**config.mk**
```make
export PLATFORM = sky130hd
export DESIGN_NAME = sobel_thresh_ctrl
export DESIGN_NICKNAME = d
export VERILOG_FILES = /design/src/rtl/sobel_ctrl_pkg.sv /design/src/rtl/sobel_edge_counter.sv /design/src/rtl/sobel_thresh_ctrl.sv
export SDC_FILE = /design/constraint.sdc
export NUM_CORES = 1
export LEC_CHECK = 0
export CORE_MARGIN = 1
export CORE_UTILIZATION = 50
export DETAILED_ROUTE_END_ITERATION = 8
export PLACE_DENSITY = 0.83
export SLEW_MARGIN = 20
export SYNTH_ARGS = -nofsm -noshare
export SYNTH_HDL_FRONTEND = slang
export SYNTH_SLANG_ARGS = --single-unit
```
**constraint.sdc**
```tcl
create_clock -name clk -period 6.3 [get_ports clk]
set_input_delay 1.89 -clock clk [delete_from_list [all_inputs] [get_ports clk]]
set_output_delay 1.89 -clock clk [all_outputs]
set_load 0.02 [all_outputs]
```
**src/rtl/sobel_ctrl_pkg.sv**
```systemverilog
// Shared types, widths and the clamped threshold step used by the Sobel threshold controller.
package sobel_ctrl_pkg;

  localparam int unsigned CNT_W_DEFAULT = 24;
  localparam int unsigned THRESH_W      = 8;

  typedef enum logic [1:0] {
    IDLE,
    FRAME,
    CALC,
    APPLY
  } state_e;

  // One-bit-wider arithmetic so that both overflow and underflow clamp cleanly.
  function automatic logic [THRESH_W-1:0] clamp_step(
    input logic [THRESH_W-1:0] cur,
    input logic [THRESH_W-1:0] step,
    input logic                up,
    input logic [THRESH_W-1:0] lo,
    input logic [THRESH_W-1:0] hi
  );
    logic [THRESH_W:0] sum;
    if (up) begin
      sum = {1'b0, cur} + {1'b0, step};
      clamp_step = (sum > {1'b0, hi}) ? hi : sum[THRESH_W-1:0];
    end else begin
      sum = {1'b0, cur} - {1'b0, step};
      clamp_step = (sum[THRESH_W] || (sum < {1'b0, lo})) ? lo : sum[THRESH_W-1:0];
    end
  endfunction

endpackage

```
**src/rtl/sobel_edge_counter.sv**
```systemverilog
// Saturating event counter with synchronous clear; clear takes priority over increment.
module sobel_edge_counter
  import sobel_ctrl_pkg::*;
#(
  parameter int unsigned CNT_W = CNT_W_DEFAULT
) (
  input  logic             clk,
  input  logic             rst_n,
  input  logic             clr_i,
  input  logic             inc_i,
  output logic [CNT_W-1:0] cnt_o
);

  logic [CNT_W-1:0] cnt_q, cnt_d;

  // NOTE: assign the default first so every path drives cnt_d and no latch is inferred.
  always_comb begin
    cnt_d = cnt_q;
    if (clr_i) begin
      cnt_d = '0;
    end else if (inc_i && (cnt_q != '1)) begin
      cnt_d = cnt_q + CNT_W'(1);
    end
  end

  // NOTE: state registers use non-blocking assignments so all flops update together.
  always_ff @(posedge clk or negedge rst_n) begin
    if (!rst_n) cnt_q <= '0;
    else        cnt_q <= cnt_d;
  end

  assign cnt_o = cnt_q;

endmodule

```
**src/rtl/sobel_thresh_ctrl.sv**
```systemverilog
// Frame-synchronous threshold controller for the Sobel edge detector (manual staging or closed-loop step).
// Optional line/pixel geometry check enabled by SOBEL_THRESH_CTRL_LINE_CHK_EN.
module sobel_thresh_ctrl
  import sobel_ctrl_pkg::*;
#(
  parameter int unsigned          CNT_W       = CNT_W_DEFAULT,
  parameter logic [15:0]          IMG_HDISP   = 16'd640,
  parameter logic [15:0]          IMG_VDISP   = 16'd480,
  parameter logic [THRESH_W-1:0]  THRESH_INIT = 8'd64,
  parameter logic [THRESH_W-1:0]  THRESH_MIN  = 8'd16,
  parameter logic [THRESH_W-1:0]  THRESH_MAX  = 8'd200,
  parameter logic [THRESH_W-1:0]  STEP        = 8'd4,
  parameter logic [CNT_W-1:0]     HYST        = CNT_W'(256)
) (
  input  logic                clk,
  input  logic                rst_n,
  input  logic                cfg_wr,
  input  logic [THRESH_W-1:0] cfg_thresh,
  input  logic                cfg_auto_en,
  input  logic [CNT_W-1:0]    cfg_target_cnt,
  input  logic                det_vsync,
  input  logic                det_href,
  input  logic                det_clken,
  input  logic                det_bit,
  output logic [THRESH_W-1:0] thresh,
  output logic [CNT_W-1:0]    frame_edge_cnt,
  output logic                frame_done,
  output logic                busy
`ifdef SOBEL_THRESH_CTRL_LINE_CHK_EN
  ,
  output logic                frame_err
`endif
);

  state_e              state_q, state_d;
  logic                vsync_q, armed_q;
  logic                rise_pend_q, rise_pend_d;
  logic                pending_q, pending_d;
  logic                used_q, used_d;
  logic [THRESH_W-1:0] staged_q, staged_d;
  logic [THRESH_W-1:0] next_q, next_d;
  logic [THRESH_W-1:0] thresh_q, thresh_d;
  logic [CNT_W-1:0]    fcnt_q, fcnt_d;
  logic                done_q, done_d;
  logic                cnt_clr, cnt_inc;
  logic [CNT_W-1:0]    cnt;
  logic                rise, fall, start, step_ok;
  logic                cnt_above, cnt_below;

  // armed_q blocks a false rise when reset releases in the middle of an active frame.
  assign rise  = det_vsync & ~vsync_q & armed_q;
  assign fall  = ~det_vsync & vsync_q;
  assign start = (state_q == IDLE) && (rise || rise_pend_q);

  assign cnt_above = {1'b0, cnt} > ({1'b0, cfg_target_cnt} + {1'b0, HYST});
  assign cnt_below = ({1'b0, cnt} + {1'b0, HYST}) < {1'b0, cfg_target_cnt};

  sobel_edge_counter #(.CNT_W(CNT_W)) u_edge_counter (
    .clk   (clk),
    .rst_n (rst_n),
    .clr_i (cnt_clr),
    .inc_i (cnt_inc),
    .cnt_o (cnt)
  );

`ifdef SOBEL_THRESH_CTRL_LINE_CHK_EN
  logic        href_q, bad_q, err_q;
  logic [15:0] lines_q, px_q;
  logic        line_err;

  assign line_err = bad_q || (lines_q != IMG_VDISP);
  assign step_ok  = ~line_err;

  always_ff @(posedge clk or negedge rst_n) begin
    if (!rst_n) begin
      href_q  <= 1'b0;
      bad_q   <= 1'b0;
      err_q   <= 1'b0;
      lines_q <= '0;
      px_q    <= '0;
    end else begin
      href_q <= det_href;
      if (start) begin
        lines_q <= '0;
        px_q    <= '0;
        bad_q   <= 1'b0;
      end else if (state_q == FRAME) begin
        if (det_href && !href_q) begin
          lines_q <= lines_q + 16'd1;
          px_q    <= det_clken ? 16'd1 : 16'd0;
        end else if (det_href && det_clken) begin
          px_q <= px_q + 16'd1;
        end
        if (!det_href && href_q && (px_q != IMG_HDISP)) bad_q <= 1'b1;
      end
      if (state_q == APPLY) err_q <= line_err;
    end
  end

  assign frame_err = err_q;
`else
  logic unused_line_params;
  assign unused_line_params = ^{IMG_HDISP, IMG_VDISP};
  assign step_ok = 1'b1;
`endif

  always_comb begin
    state_d     = state_q;
    rise_pend_d = rise_pend_q;
    pending_d   = pending_q;
    used_d      = used_q;
    staged_d    = staged_q;
    next_d      = next_q;
    thresh_d    = thresh_q;
    fcnt_d      = fcnt_q;
    done_d      = 1'b0;
    cnt_clr     = 1'b0;
    cnt_inc     = 1'b0;

    if (cfg_wr) begin
      staged_d  = cfg_thresh;
      pending_d = 1'b1;
    end

    case (state_q)
      IDLE: begin
        if (start) begin
          state_d     = FRAME;
          cnt_clr     = 1'b1;
          rise_pend_d = 1'b0;
        end
      end
      FRAME: begin
        cnt_inc = det_vsync & det_href & det_clken & det_bit;
        if (fall) state_d = CALC;
      end
      CALC: begin
        rise_pend_d = rise_pend_q | rise;
        used_d      = 1'b1;
        if (cfg_wr) begin
          next_d = cfg_thresh;
        end else if (pending_q) begin
          next_d = staged_q;
        end else begin
          used_d = 1'b0;
          if (cfg_auto_en && step_ok && cnt_above)
            next_d = clamp_step(thresh_q, STEP, 1'b1, THRESH_MIN, THRESH_MAX);
          else if (cfg_auto_en && step_ok && cnt_below)
            next_d = clamp_step(thresh_q, STEP, 1'b0, THRESH_MIN, THRESH_MAX);
          else
            next_d = thresh_q;
        end
        state_d = APPLY;
      end
      APPLY: begin
        rise_pend_d = rise_pend_q | rise;
        thresh_d    = next_q;
        fcnt_d      = cnt;
        done_d      = 1'b1;
        if (used_q && !cfg_wr) pending_d = 1'b0;
        state_d = IDLE;
      end
      default: state_d = IDLE;
    endcase
  end

  always_ff @(posedge clk or negedge rst_n) begin
    if (!rst_n) begin
      state_q     <= IDLE;
      vsync_q     <= 1'b0;
      armed_q     <= 1'b0;
      rise_pend_q <= 1'b0;
      pending_q   <= 1'b0;
      used_q      <= 1'b0;
      staged_q    <= THRESH_INIT;
      next_q      <= THRESH_INIT;
      thresh_q    <= THRESH_INIT;
      fcnt_q      <= '0;
      done_q      <= 1'b0;
    end else begin
      state_q     <= state_d;
      vsync_q     <= det_vsync;
      armed_q     <= armed_q | ~det_vsync;
      rise_pend_q <= rise_pend_d;
      pending_q   <= pending_d;
      used_q      <= used_d;
      staged_q    <= staged_d;
      next_q      <= next_d;
      thresh_q    <= thresh_d;
      fcnt_q      <= fcnt_d;
      done_q      <= done_d;
    end
  end

  assign thresh         = thresh_q;
  assign frame_edge_cnt = fcnt_q;
  assign frame_done     = done_q;
  assign busy           = (state_q != IDLE);

endmodule

```
==> results_dict.tcl, run 1 <==
set metrics [dict create \
    status "complete, no violations" \
    reg2reg_depth 12 \
    drc 0 \
    ys_types 56 \
    coreArea_um2 10300 \
    area_delta_synth_final_pct 19.4 \
    layout_setup_ws_ps 948 \
    htreeDepth 3 \
    io_buffer_count 73 \
    cts_tree "done" \
    final_common_cell "dfrtp_1" \
    clock_latency_ps 360 \
    cp_max_fo 11 \
    whs_path_depth 1 \
    crit_required_ps 6600 \
    fmax_mhz 187 \
    leakage_nw 2.88 \
    post-route-period-util_pct 85.0 \
    gr-usage-all-layers_pct 24.7 \
    synth-seq-area-share_pct 37.6 \
    syn_area_per_cell_um2 9.40 \
    drv_cap 0 \
    avgRoutedWirePerCell_um 16.7 \
    antenna_cells 0 \
    end_kind "flip-flop" \
    final_util_pct 61.7 \
    cts_resized 0 \
    grt_pass1_vias 4465 \
    setup_viol 0 \
    grt_pass1_wl_um 21700 \
    hp-class "reg2reg" \
    finalInstanceArea_um2 6370 \
    drtAntennaViolNets 0 \
    fp.dieW_um 105 \
    io_pins 74 \
    cts_buffers 9 \
    hold_slack_ps 475 \
    cts_num_sinks 80 \
    final_cell_mix "dfrtp_1 (77), clkdlybuf4s50_1 (72), ha_1 (51)" \
    cts_root_buffer "clkbuf_8" \
    overflow 0 \
    synth_edf_count 0 \
    yosysWarnings 0 \
    ir_worst_vdd_mv 0.177 \
    grt_max_degree 81 \
    post_cts_buffers 0 \
    period_minus_slack_ps 5350 \
    postPlaceCellArea_um2 6180 \
    hpwlAfterDp_um 9820 \
    ys.flop_type "dfrtp_1" \
    die_area_um2 11100 \
    final_max_slew_viol_count 0 \
    syn_area_um2 5330 \
    vias 4562 \
    finalHoldViolations 0 \
    place_worst_setup_slack_ps 647 \
    synth_fp_nets 658 \
    cts.clk_slew.worst_paths_ps 90 \
    via_per_inst 5.86 \
    maxSlewHeadroom_pct 38.1 \
    worstPathArrival_ps 5650 \
    antenna_found_initial 0 \
    async_reset_ff_share_pct 100 \
    rows 37 \
    die_h_um 105 \
    drive_gt1_share_pct 11.1 \
    routed_wirelength_um 13000 \
    crit_type "in2reg" \
    synth_seq_cells 80 \
    worst_pin_slew_ps 929 \
    first_pass_iters 5 \
    drt_iter0_markers 331 \
    fin_nets 728 \
    initial_core_util_pct 51.7 \
    gp_congestion 0.917 \
    clk_path_buf_depth 2 \
    finalClockSkew_ps 11.7 \
    rsz0062_at_grt "false" \
    ctsHoldBuffers 0 \
    startpoint_type "input pin" \
    tns_ps 0 \
    powerDensity_nw_per_um2 269 \
    netlist_instances 567 \
]
[worst paths after layout]
kind	start	endpoint	slack (ps)
worst min-delay path	armed_q	armed_q	470
worst max-delay path	cfg_target_cnt[10]	next_q[1]	950
worst max register to register	u_edge_counter.cnt_o[9]	next_q[6]	2000
min in group asynchronous	rst_n	frame_edge_cnt[9]	1540
max in group asynchronous	rst_n	u_edge_counter.cnt_o[17]	4260
worst min register to register	armed_q	armed_q	470
[metal layers]
layer / global-route usage, % / share of wire, %
met5: 0 / 0
met4: 7.85 / 1.2
met3: 3.15 / 5.5
met2: 38.3 / 47
met1: 35.9 / 47
[stage by stage]
stage	power [mW]	std cells
final	1.72	778
after global routing	1.82	778
after CTS	1.72	778
after detailed placement	1.35	762
after global placement	1.33	762
after floorplan	1.12	567
[worst max-delay path, stage by stage]
cell	delay, ps
clkdlybuf4s50_1	590
and4_1	280
nand2_1	80
nor4_1	540
nand4_1	230
xnor2_1	180
ha_1	310
a21oi_1	80
o21ai_0	420
nor4b_1	110
buf_4	170
or2_4	290
a31oi_1	280
a31o_1	200
[cells in the mapped netlist, types with 4 or more instances]
cell | number | share of area, %
a21o_1 | 5 | 0.70
nor2_1 | 45 | 3.2
o21ai_0 | 28 | 2.6
nor3_1 | 15 | 1.4
or3_1 | 8 | 0.94
a31oi_1 | 4 | 0.47
nand4_1 | 13 | 1.5
nand2_1 | 43 | 3.0
nor4_1 | 4 | 0.47
o21ai_1 | 4 | 0.38
ha_1 | 51 | 12
nor2b_1 | 7 | 0.82
o31ai_1 | 5 | 0.70
and3_1 | 7 | 0.82
a21oi_1 | 27 | 2.5
nand3_1 | 28 | 2.6
inv_1 | 41 | 2.9
clkbuf_1 | 15 | 1.1
xnor2_1 | 29 | 4.8
mux2_2 | 37 | 7.8
dfrtp_1 | 77 | 36
xor2_1 | 19 | 3.1
[cell type report]
| cell class | instances | area, um^2 |
|---|---|---|
| Clock buffer | 10 | 138 |
| Clock inverter | 6 | 48.8 |
| Fill cell | 840 | 3960 |
| Inverter | 41 | 154 |
| Multi-Input combinational cell | 429 | 3100 |
| Sequential cell | 80 | 2010 |
| Tap cell | 136 | 170 |
| Timing Repair Buffer | 76 | 754 |
[flip-flops by register name (all words and copies together) (netlist names)]
signal                flops
armed_q                   1
frame_done                1
next_q                    8
thresh                    8
u_edge_counter.cnt_o     24
rise_pend_q               1
frame_edge_cnt           24
pending_q                 1
used_q                    1
state_q                   2
staged_q                  8
vsync_q                   1
[cell families after synthesis]
group                      count (synthesis)  synth area share, %
muxes                                     40                 8.38
buffers and inverters                     58                 4.32
adders and majority gates                 51                 12.0
AOI/OAI and AO/OA                        100                 12.1
DFF                                       80                 37.6
and+or+nand+nor                          190                 17.8
xor gates and xnor gates                  48                 7.88
[where the power goes]
part	leakage (nW)	switching [mW]	total [mW]	internal, mW
Sequential	1.04	0.0996	0.700	0.600
Combinational	1.75	0.358	0.651	0.293
Clock	0.0912	0.206	0.364	0.159
Total	2.88	0.664	1.72	1.05
No activity file was read; power rests on OpenSTA's default activity.
==> inputs of run 2 (changes only) <==
--- a/config.mk
+++ b/config.mk
@@ -8,7 +8,7 @@
 export CORE_MARGIN = 1
 export CORE_UTILIZATION = 50
 export DETAILED_ROUTE_END_ITERATION = 8
-export PLACE_DENSITY = 0.83
+export PLACE_DENSITY = 0.86
 export SLEW_MARGIN = 20
 export SYNTH_ARGS = -nofsm -noshare
 export SYNTH_HDL_FRONTEND = slang
==> constraint.sdc (replaced) <==
create_clock -name clk -period 4.85 [get_ports clk]
set_input_delay 1.455 -clock clk [delete_from_list [all_inputs] [get_ports clk]]
set_output_delay 1.455 -clock clk [all_outputs]
set_load 0.02 [all_outputs]
==> results_dict.tcl, run 2 (same netlist as run 1, synthesis figures left out) <==
set metrics [dict create \
    finalHoldViolations 0 \
    antenna_found_initial 0 \
    fmax_mhz 215 \
    max_stage_delay_ps 590 \
    leakage_nw 2.93 \
    end_kind "flip-flop" \
    crit_required_ps 5090 \
    drt_iter0_markers 318 \
    final_max_slew_viol_count 0 \
    hp-class "reg2reg" \
    finalPower_mw 2.23 \
    worst_pin_slew_ps 829 \
    fin_nets 736 \
    cts_resized 0 \
    area_delta_synth_final_pct 20.5 \
    maxSlewHeadroom_pct 44.7 \
    grt_pass1_wl_um 22500 \
    clk_path_buf_depth 2 \
    clock_latency_ps 360 \
    drv_cap 0 \
    cts.clk_slew.worst_paths_ps 80 \
    overflow 0 \
    cp_common_cell "ha_1" \
    ir_worst_vdd_mv 0.253 \
    worstPathArrival_ps 4890 \
    rows 37 \
    cts_root_buffer "clkbuf_8" \
    startpoint_type "input pin" \
    avgRoutedWirePerCell_um 17.2 \
    layout_setup_ws_ps 200 \
    die_h_um 105 \
    drtAntennaViolNets 0 \
    io_buffer_count 73 \
    die_area_um2 11100 \
    gp_congestion 0.868 \
    grt_max_degree 81 \
    gr-usage-all-layers_pct 25.7 \
    htreeDepth 3 \
    vias 4624 \
    post-route-period-util_pct 95.9 \
    first_pass_iters 5 \
    cts_tree "done" \
    crit_slowest_cell "or4_1" \
    powerDensity_nw_per_um2 347 \
    via_per_inst 5.88 \
    ctsHoldBuffers 0 \
    coreArea_um2 10300 \
    period_minus_slack_ps 4650 \
    antenna_cells 0 \
    drc 0 \
    routed_wirelength_um 13500 \
    cp_max_fo 11 \
    final_util_pct 62.2 \
    initial_core_util_pct 51.7 \
    postPlaceCellArea_um2 6240 \
    cts_num_sinks 80 \
    hpwlAfterDp_um 10200 \
    finalClockSkew_ps 9.93 \
    final_common_cell "dfrtp_1" \
    cts_buffers 9 \
    crit_chain "clkdlybuf4s50_1, ha_1, nand4_1, xnor2_1, ha_1, nand3_1, or4_1, or4_4, o211ai_4, or2_4, a31oi_1, a31o_1" \
    io_pins 74 \
    finalInstanceArea_um2 6420 \
    grt_pass1_vias 4591 \
    drive_gt1_share_pct 12.0 \
    crit_type "in2reg" \
    final_cell_mix "dfrtp_1 (77), clkdlybuf4s50_1 (72), ha_1 (51)" \
    tns_ps 0 \
    fp.dieW_um 105 \
    post_cts_buffers 0 \
    rsz0062_at_grt "false" \
    fill_cells 858 \
    status "complete, no violations" \
    place_worst_setup_slack_ps -116 \
    setup_viol 0 \
]
-- run 2: cell type report --
cell class	instances	area (um^2)	area share [%]
Inverter	41	154	2.40
Multi-Input combinational cell	429	3100	48.2
Tap cell	136	170	2.65
Clock inverter	4	27.5	0.429
Timing Repair Buffer	84	815	12.7
Clock buffer	12	155	2.42
Sequential cell	80	2010	31.2
-- run 2: power breakdown --
part           leakage [nW]  switching [mW]  total (mW)  internal (mW)
logic                  1.79           0.470       0.852          0.383
registers              1.04           0.125       0.905          0.779
clock network        0.0967           0.254       0.469          0.216
-- run 2: metal layers --
layer,GRT usage (%),vias to the layer above,share of wire [%]
met5,0,-,0
met2,40.7,181,47
met4,8.85,0,2.0
li1,-,2170,-
met1,35.8,2240,45
met3,4.27,33,5.9
-- run 2: critical path: cells and delay by family --
| kind | cells | cell delay, ps |
|---|---|---|
| adders and majority gates | 2 | 570 |
| buffers and inverters | 1 | 530 |
| and+or+nand+nor | 5 | 1660 |
| AOI/OAI and AO/OA | 3 | 500 |
| xor gates and xnor gates | 1 | 170 |
-- run 2: metrics by stage --
stage                     hold slack, ps  instances
after floorplan                      435        567
after global placement               452        770
after detailed placement             457        770
after CTS                            480        786
after global routing                 513        786
final                                483        786
-- run 2: path summary, 6_finish.rpt --
check                                        start                        to  slack (ps)  cells after the start
hold / removal                             armed_q                   armed_q         480                      1
hold reg to reg                            armed_q                   armed_q         480                      1
setup reg to reg           u_edge_counter.cnt_o[9]                 next_q[6]         630                     13
max in group asynchronous                    rst_n                   armed_q        3230                      1
min in group asynchronous                    rst_n  u_edge_counter.cnt_o[15]        1130                      1
setup / recovery                 cfg_target_cnt[8]                 next_q[0]         200                     12
